--- src/rtl/alu_pipe_if.sv ---
// Operand/result handshake bundle for alu_pipe.
// Latency: none (wires only).
// Backpressure: in_ready/out_ready carry valid/ready backpressure in each direction.
// Ports: in_valid/in_ready/src1/src2/op on the operand side;
//        out_valid/out_ready/dst/zero/neg/carry/ovf on the result side.
// master drives operands and out_ready; slave (the ALU) drives in_ready and results.
interface alu_pipe_if #(
  parameter int WIDTH = 8
);
  logic             in_valid;
  logic             in_ready;
  logic [WIDTH-1:0] src1;
  logic [WIDTH-1:0] src2;
  logic [2:0]       op;
  logic             out_valid;
  logic             out_ready;
  logic [WIDTH-1:0] dst;
  logic             zero;
  logic             neg;
  logic             carry;
  logic             ovf;

  modport master (
    output in_valid, src1, src2, op, out_ready,
    input  in_ready, out_valid, dst, zero, neg, carry, ovf
  );

  modport slave (
    input  in_valid, src1, src2, op, out_ready,
    output in_ready, out_valid, dst, zero, neg, carry, ovf
  );
endinterface

--- src/rtl/alu_pipe.sv ---
// Registered WIDTH-bit ALU (ADD/SUB/SHL/PASS/AND/OR/XOR/NOT) with NZCV flags.
// Latency: STAGES cycles (1 or 2) from operand acceptance to out_valid; 1 beat/cycle throughput.
// Backpressure: in_ready falls only when every slot is full and out_ready is low; held results stay stable.
// Ports: clk, rst_n (synchronous, active low), bus (alu_pipe_if.slave: operand and result handshakes).
// Optional feature macro: ALU_SAT_EN -- ADD/SUB saturate on signed overflow instead of wrapping.
module alu_pipe #(
  parameter int WIDTH  = 8,
  parameter int STAGES = 1
) (
  input  logic       clk,
  input  logic       rst_n,
  alu_pipe_if.slave  bus
);

  typedef struct packed {
    logic [WIDTH-1:0] dst;
    logic             zero;
    logic             neg;
    logic             carry;
    logic             ovf;
  } res_t;

  // Arithmetic runs at WIDTH+1 bits so bit WIDTH is the carry (or NOT-borrow for SUB).
  function automatic res_t alu_eval(input logic [WIDTH-1:0] a,
                                    input logic [WIDTH-1:0] b,
                                    input logic [2:0]       opc);
    logic [WIDTH:0] ext;
    res_t           r;
    ext = '0;
    r   = '0;
    case (opc)
      3'b000: begin
        ext     = {1'b0, a} + {1'b0, b};
        r.carry = ext[WIDTH];
        r.ovf   = (a[WIDTH-1] == b[WIDTH-1]) && (ext[WIDTH-1] != a[WIDTH-1]);
      end
      3'b001: begin
        ext     = {1'b0, a} + {1'b0, ~b} + (WIDTH+1)'(1);
        r.carry = ext[WIDTH];
        r.ovf   = (a[WIDTH-1] != b[WIDTH-1]) && (ext[WIDTH-1] != a[WIDTH-1]);
      end
      3'b010: begin
        ext     = {a, 1'b0};
        r.carry = ext[WIDTH];
      end
      3'b011:  ext = {1'b0, a};
      3'b100:  ext = {1'b0, a & b};
      3'b101:  ext = {1'b0, a | b};
      3'b110:  ext = {1'b0, a ^ b};
      default: ext = {1'b0, ~a};
    endcase
    r.dst = ext[WIDTH-1:0];
`ifdef ALU_SAT_EN
    // On overflow the true result has a's sign: clamp towards it.
    if (r.ovf) begin
      r.dst = a[WIDTH-1] ? {1'b1, {(WIDTH-1){1'b0}}} : {1'b0, {(WIDTH-1){1'b1}}};
    end
`else
`endif
    r.zero = (r.dst == '0);
    r.neg  = r.dst[WIDTH-1];
    return r;
  endfunction

  res_t res_q;
  logic out_valid_q;
  logic out_adv;  // result slot is empty or being drained this cycle

  assign out_adv       = !out_valid_q || bus.out_ready;
  assign bus.out_valid = out_valid_q;
  assign bus.dst       = res_q.dst;
  assign bus.zero      = res_q.zero;
  assign bus.neg       = res_q.neg;
  assign bus.carry     = res_q.carry;
  assign bus.ovf       = res_q.ovf;

  if (STAGES == 1) begin : g_one_stage
    assign bus.in_ready = out_adv;

    always_ff @(posedge clk) begin
      if (!rst_n) begin
        out_valid_q <= 1'b0;
        res_q       <= '0;
      end else if (bus.in_valid && out_adv) begin
        // Covers pop+push in the same cycle: the new result replaces the old one.
        res_q       <= alu_eval(bus.src1, bus.src2, bus.op);
        out_valid_q <= 1'b1;
      end else if (bus.out_ready) begin
        out_valid_q <= 1'b0;
      end
    end
  end else begin : g_two_stage
    logic             s1_valid;
    logic [WIDTH-1:0] s1_a;
    logic [WIDTH-1:0] s1_b;
    logic [2:0]       s1_op;
    logic             s1_adv;

    assign s1_adv       = !s1_valid || out_adv;
    assign bus.in_ready = s1_adv;

    always_ff @(posedge clk) begin
      if (!rst_n) begin
        s1_valid <= 1'b0;
        s1_a     <= '0;
        s1_b     <= '0;
        s1_op    <= '0;
      end else if (bus.in_valid && s1_adv) begin
        s1_valid <= 1'b1;
        s1_a     <= bus.src1;
        s1_b     <= bus.src2;
        s1_op    <= bus.op;
      end else if (out_adv) begin
        // Stage-1 content (if any) moves into the result register this edge.
        s1_valid <= 1'b0;
      end
    end

    always_ff @(posedge clk) begin
      if (!rst_n) begin
        out_valid_q <= 1'b0;
        res_q       <= '0;
      end else if (s1_valid && out_adv) begin
        res_q       <= alu_eval(s1_a, s1_b, s1_op);
        out_valid_q <= 1'b1;
      end else if (bus.out_ready) begin
        out_valid_q <= 1'b0;
      end
    end
  end

endmodule
--- src/flat_wrapper.sv ---
// flat-port wrapper written by rule: the top's interface ports become plain ports
module alu_pipe_flat 
#(
  parameter int WIDTH  = 8,
  parameter int STAGES = 1
)
  (clk, rst_n, bus_in_valid, bus_src1, bus_src2, bus_op, bus_out_ready, bus_in_ready, bus_out_valid, bus_dst, bus_zero, bus_neg, bus_carry, bus_ovf);
  alu_pipe_if #(.WIDTH(WIDTH)) bus_i ();
  input  logic clk;
  input  logic rst_n;
  input wire logic [$bits(bus_i.in_valid)-1:0] bus_in_valid;
  input wire logic [$bits(bus_i.src1)-1:0] bus_src1;
  input wire logic [$bits(bus_i.src2)-1:0] bus_src2;
  input wire logic [$bits(bus_i.op)-1:0] bus_op;
  input wire logic [$bits(bus_i.out_ready)-1:0] bus_out_ready;
  output wire logic [$bits(bus_i.in_ready)-1:0] bus_in_ready;
  output wire logic [$bits(bus_i.out_valid)-1:0] bus_out_valid;
  output wire logic [$bits(bus_i.dst)-1:0] bus_dst;
  output wire logic [$bits(bus_i.zero)-1:0] bus_zero;
  output wire logic [$bits(bus_i.neg)-1:0] bus_neg;
  output wire logic [$bits(bus_i.carry)-1:0] bus_carry;
  output wire logic [$bits(bus_i.ovf)-1:0] bus_ovf;
  assign bus_i.in_valid = bus_in_valid;
  assign bus_i.src1 = bus_src1;
  assign bus_i.src2 = bus_src2;
  assign bus_i.op = bus_op;
  assign bus_i.out_ready = bus_out_ready;
  assign bus_in_ready = bus_i.in_ready;
  assign bus_out_valid = bus_i.out_valid;
  assign bus_dst = bus_i.dst;
  assign bus_zero = bus_i.zero;
  assign bus_neg = bus_i.neg;
  assign bus_carry = bus_i.carry;
  assign bus_ovf = bus_i.ovf;
  alu_pipe #(.WIDTH(WIDTH), .STAGES(STAGES)) u_core (.clk(clk), .rst_n(rst_n), .bus(bus_i));
endmodule
--- config.mk ---
export PLATFORM = sky130hd
export DESIGN_NAME = alu_pipe_flat
export DESIGN_NICKNAME = d
export VERILOG_FILES = /design/src/rtl/alu_pipe_if.sv /design/src/rtl/alu_pipe.sv /design/src/flat_wrapper.sv
export SDC_FILE = /design/constraint.sdc
export NUM_CORES = 1
export LEC_CHECK = 0
export CORE_MARGIN = 2
export CORE_UTILIZATION = 40
export DETAILED_ROUTE_END_ITERATION = 6
export DONT_BUFFER_PORTS = 1
export PLACE_DENSITY = 0.53
export SLEW_MARGIN = 15
export SYNTH_ARGS = -nofsm -noshare
export SYNTH_HDL_FRONTEND = slang
export SYNTH_SLANG_ARGS = --single-unit
export TNS_END_PERCENT = 10
--- constraint.sdc ---
create_clock -name clk -period 6.2 [get_ports clk]
set_input_delay 0.62 -clock clk [delete_from_list [all_inputs] [get_ports clk]]
set_output_delay 0.62 -clock clk [all_outputs]
set_load 0.02 [all_outputs]
# [Word level (Yosys, flattened, before mapping)]
# Index checks and enable logic that the tools add are counted.
[totals] out_inout_bits=14 inputBits=23 ff_bits=13 elab_cells=39
[op_classes] reduce_logical=8 n_eq_ne=10 addsub=3 muxes=7 n_bitwise=5
[ops] cell="8-bit one-hot mux with 7 select lines" count=1
[ops] cell="8-bit by 8-bit adder with 9-bit output" count=2
[ops] cell="8-bit two-way mux" count=2
[ops] cell="8-bit NOT" count=2
[ops] cell="9-bit by 1-bit adder with 9-bit output (second input constant)" count=1
[ops] cell="3-bit equality test (second input constant)" count=3
[ops] cell="8-bit AND" count=1
[ops] cell="8-bit zero test" count=1
[ops] cell="8-bit bitwise OR" count=1
[ops] cell="8-bit bitwise XOR" count=1
[ops] cell="3-bit by 2-bit equality test with 1-bit output (second input constant)" count=2
[ops] cell="3-bit by 1-bit equality test with 1-bit output (second input constant)" count=1
[ops] cell="1-bit logical AND" count=3
[ops] cell="3-bit zero test" count=1
[ops] cell="1-bit != test" count=3
[ops] cell="1-bit one-hot mux with 3 select lines" count=1
[ops] cell="1-bit two-way mux" count=2
[ops] cell="1-bit one-hot mux with 2 select lines" count=1
[ops] cell="2-bit nonzero test" count=1
[ops] cell="1-bit equality test" count=1
[ops] cell="1-bit zero test" count=1
[ops] cell="1-bit logical OR" count=1

# [Logic depth before layout (Yosys ltp)]
[logic_depth] ltp_word=7 ltp_mapped=11 ltp_nobuf=11

# [Least setup slack after synthesis]
# Ideal clock, no wire load.
[synth_path] path_kind="input-to-reg" start="input port bus_src2[2]" end="register u_core.res_q (netlist bit u_core.bus.zero)" setup_time_ns=0.096 t_arrival_ns=2.384 required_time_ns=6.104 stages=10 n_path_buf=1 setup_slack_ns=3.721 path_cell_list="inv_1 > ha_1 > buf_6 > nor3_1 > a21o_2 > o41ai_4 > mux2i_1 > xnor2_1 > a21o_1 > o41ai_2"
[synth_between] elab_chain_len=7 word_cells_on_any_way=11 cone_classes="add/sub (3); mux (3); bitwise (4); reduce/logical (1)"
[synth_rtl] element="start, declared" line_no="flat_wrapper.sv:13" rtl="input wire logic [$bits(bus_i.src2)-1:0] bus_src2;"
[synth_rtl] element="8-bit NOT" line_no="alu_pipe.sv:38" rtl="ext = {1'b0, a} + {1'b0, ~b} + (WIDTH+1)'(1);"
[synth_rtl] element="8-bit by 8-bit adder with 9-bit output" line_no="alu_pipe.sv:38"
[synth_rtl] element="9-bit by 1-bit adder with 9-bit output" line_no="alu_pipe.sv:38"
[synth_rtl] element="8-bit one-hot mux with 7 select lines (*)" line_no="alu_pipe.sv:31" rtl="case (opc)"
[synth_rtl] element="8-bit two-way mux (*)" line_no="alu_pipe.sv:84" rtl="end else if (bus.in_valid && out_adv) begin"
[synth_rtl] element="8-bit two-way mux (*)" line_no="alu_pipe.sv:81" rtl="if (!rst_n) begin"
[synth_rtl] element="8-bit zero test (*)" line_no="alu_pipe.sv:60" rtl="r.zero = (r.dst == '0);"
[synth_rtl] element="end signal, assigned" line_no="alu_pipe.sv:86" rtl="res_q <= alu_eval(bus.src1, bus.src2, bus.op);"
[synth_rtl] element="end, declared" line_no="alu_pipe.sv:65" rtl="res_t res_q;"
# Mark *: on every way between the ends. The rest lies on a longest branch, timed or not. The select of a mux whose other input is x is not followed.
# A chain may end at the register's enable or synchronous reset.

# [Worst setup path in the final report]
# Ends and elaborated chain as after synthesis.

==> results.yml <==
die:
  fp.dieH_um: 75.1
  die_x_um: 75.1
  num_io_pins: 37
  std_cell_rows: 25
  initial_core_util_pct: 42.0
  dieArea_mm2: 0.00565
  coreArea_mm2: 0.00482
yosys:
  syn_nets: 319
  synth.yosys.seq_area_share_pct: 11.9
  synth_flop_cell: "dfxtp_1"
  async_flop_share_pct: 0
  ys_ff_latch: 12
  ys_warn_count: 0
  avgSynthCellArea_um2: 7.53
  synth_cells: 269
  synth_area_mm2: 0.00202
  synth-edff-count: 0
  yosysUniqueCellTypes: 59
route:
  drt-pass1-iter-count: 6
  wl_um: 4880
  route.detailed.drc: 0
  wl_per_cell_um: 15.2
  via_per_inst: 5.62
  vias: 1805
  drt_iter0_drc: 98
  drt.antenna.violating_nets: 0
final_layout:
  final_cell_mix: "26 x nand2_1, 25 x ha_1, 24 x inv_1, 20 x a21oi_1"
  drive_above_1_share_pct: 7.09
  syn_to_final_growth_pct: 0.0616
  diodes: 0
  instances_no_fill: 321
  final_nets: 305
  nFillCells: 531
  final_common_cell: "nand2_1"
clock_network:
  insertion_delay_ns: 0.24
  clock-root-buffer: "clkbuf_8"
  cts_setup_buffers: 0
  cts-buffers-inserted: 3
  ctsHoldBuffers: 0
  cts_resized: 0
  cts_buffer_depth: 2
  clk_pin_slew_ns: 0.05
  cts_num_sinks: 12
  cts_max_level: 1
  cts_tree: "built"
sta:
  layout_worst_path_cycle_share_pct: 39.8
  period_minus_slack_ns: 2.47
  setup_ws_ns: 3.73
  slew_headroom_pct: 58.0
  rsz0062_at_grt: "false"
  tightest_slew_ns: 0.628
  skew_ns: 0.000824
  fmaxAchievable_ghz: 0.405
  setup_violations: 0
  finalMaxSlewViolations: 0
  final_hold_viol_count: 0
  setup_tns_ns: 0
place:
  dp_hpwl_um: 3700
  dp_cells: 317
  post-place-ws_ns: 3.50
  port_buffers: 0
  place_congestion: 0.815
pwr:
  ir_drop_mv: 0.101
  switching_share_pct: 35.5
  pwr-share-comb_pct: 40.6
  switching_power_mw: 0.106
  intPower_mw: 0.193
  power-per-cell-area_mw_per_mm2: 148
  seq_power_share_pct: 31.4
  finalPower_mw: 0.299
  p_leak_nw: 0.888
  clkPwrFrac_pct: 28.0
setup_path:
  worst_path_max_delay_cell: "ha_1"
  cp_cell_sequence: "inv_1, ha_1, nor3_1, a21o_2, o41ai_4, mux2i_1, xnor2_1, a21o_1, o41ai_2"
  cp.arrival_ns: 2.61
  crit_buf_inv: 1
  cpPeakStageDelay_ns: 0.47
  path_class: "in2reg"
  required_ns: 6.35
  regToRegEndpoint: "u_core.bus.zero$_SDFFE_PN0P_"
  r2r_slack_ns: 4.29
  start_kind: "input port"
  cp_top_family: "compound AO/OA/AOI/OAI gates"
  r2r_start: "u_core.bus.out_valid$_SDFFE_PN0P_"
  cp_max_fo: 10
  reg2reg_depth: 6
  cp-end-kind: "register"
hold_path:
  worstHoldStart: "rst_n"
  holdPathEnd: "u_core.bus.dst[4]$_SDFFE_PN0P_"
  holdPathStages: 1
  hp-class: "in2reg"
status:
  status: "completed"
grt:
  grt_pass1_vias: 1645
  grt_use_total_pct: 17.7
  antenna_found_initial: 0
  globalRouteOverflowTotal: 0
  grt_max_degree: 42
  grt_pass1_wl_um: 7910
flow_run:
  drv_cap: 0
[worst max-delay path by stage]
stage / startpoint / endpoint / slack [ns] / cells after the start
6_report: bus_src2[2] / u_core.bus.zero$_SDFFE_PN0P_ / 3.73 / 9
4_1_cts: bus_src2[2] / u_core.bus.zero$_SDFFE_PN0P_ / 3.73 / 9
5_1_grt: bus_src2[2] / u_core.bus.zero$_SDFFE_PN0P_ / 3.56 / 9
3_5_place_dp: bus_src2[3] / u_core.bus.zero$_SDFFE_PN0P_ / 3.50 / 9
2_1_floorplan: bus_src2[2] / u_core.bus.zero$_SDFFE_PN0P_ / 3.72 / 10
3_3_place_gp: bus_src2[2] / u_core.bus.zero$_SDFFE_PN0P_ / 3.53 / 9
[cell families (layout without fill, tap and decap cells)]
logic type,after synthesis,count (layout),share of synthesized area (%)
and+or+nand+nor,86,86,21.4
AOI/OAI and AO/OA,85,85,30.6
buffers and inverters,44,29,11.4
adders and majority gates,27,27,17.4
DFF,12,12,11.9
xor gates and xnor gates,9,9,3.89
muxes,6,6,3.34
[synthesized netlist by cell type (3+ instances only)]
library cell  number  area (um2)
o31ai_1            3        22.5
buf_2              5        25.0
a22oi_1            3        22.5
nor2b_1            6        37.5
buf_4              4        30.0
a21oi_1           20         100
nand2b_1           9        56.3
nand3_1            6        30.0
o211a_1            3        30.0
and2_1             4        25.0
nand2_1           26        97.6
buf_6              6        67.6
mux2i_1            3        30.0
a211oi_1           4        30.0
nor3_1             9        45.0
a21o_2             3        26.3
xnor2_1            3        26.3
dfxtp_1           12         240
a221oi_1           3        26.3
nor2_1            15        56.3
o21ai_0           15        75.1
ha_1              25         313
a31oi_1            3        18.8
a21boi_0           3        22.5
xor2_1             6        52.6
clkbuf_1           3        11.3
inv_1             24        90.1
[sequential cells by signal, summed over array words and instances (netlist names)]
signal and count:
u_core.bus.ovf 1, u_core.bus.out_valid 1, u_core.bus.dst 7, u_core.bus.neg 1, u_core.bus.zero 1, u_core.bus.carry 1
[routing by layer]
layer | vias to the layer above | share of wire, % | GRT usage (%) | wire length (um)
li1 | 921 | - | - | -
met1 | 850 | 47 | 24.5 | 2290
met2 | 32 | 49 | 29.7 | 2370
met3 | 2 | 3.9 | 3.61 | 188
met4 | 0 | 0.55 | 1.36 | 27
met5 | - | 0 | 0 | 0
[through the flow]
stage                     instance area [um2]  hold slack (ns)  util, %
after CTS                                2030            0.500     42.1
after global routing                     2030            0.489     42.1
after floorplan                          2020            0.533        -
final                                    2030            0.504     42.1
after global placement                   1970            0.549     40.9
after detailed placement                 1970            0.559     40.9
[power groups by stage]
stage               Combinational, mW  Clock, mW  Sequential (mW)
detailed placement              0.121          0           0.0956
floorplan                       0.116          0           0.0938
global placement                0.122          0           0.0956
CTS                             0.122     0.0858           0.0939
global route                    0.137     0.0904           0.0947
finish                          0.121     0.0837           0.0937
[layout make-up]
cell class / count / area [um2] / share of cell area, %
multi-input combinational: 213 / 1550 / 76.7
inverter: 25 / 93.8 / 4.63
sequential: 12 / 240 / 11.9
tap: 67 / 83.8 / 4.14
clock buffer: 4 / 55.1 / 2.72
Note: power is estimated with default switching activity, not from simulation.
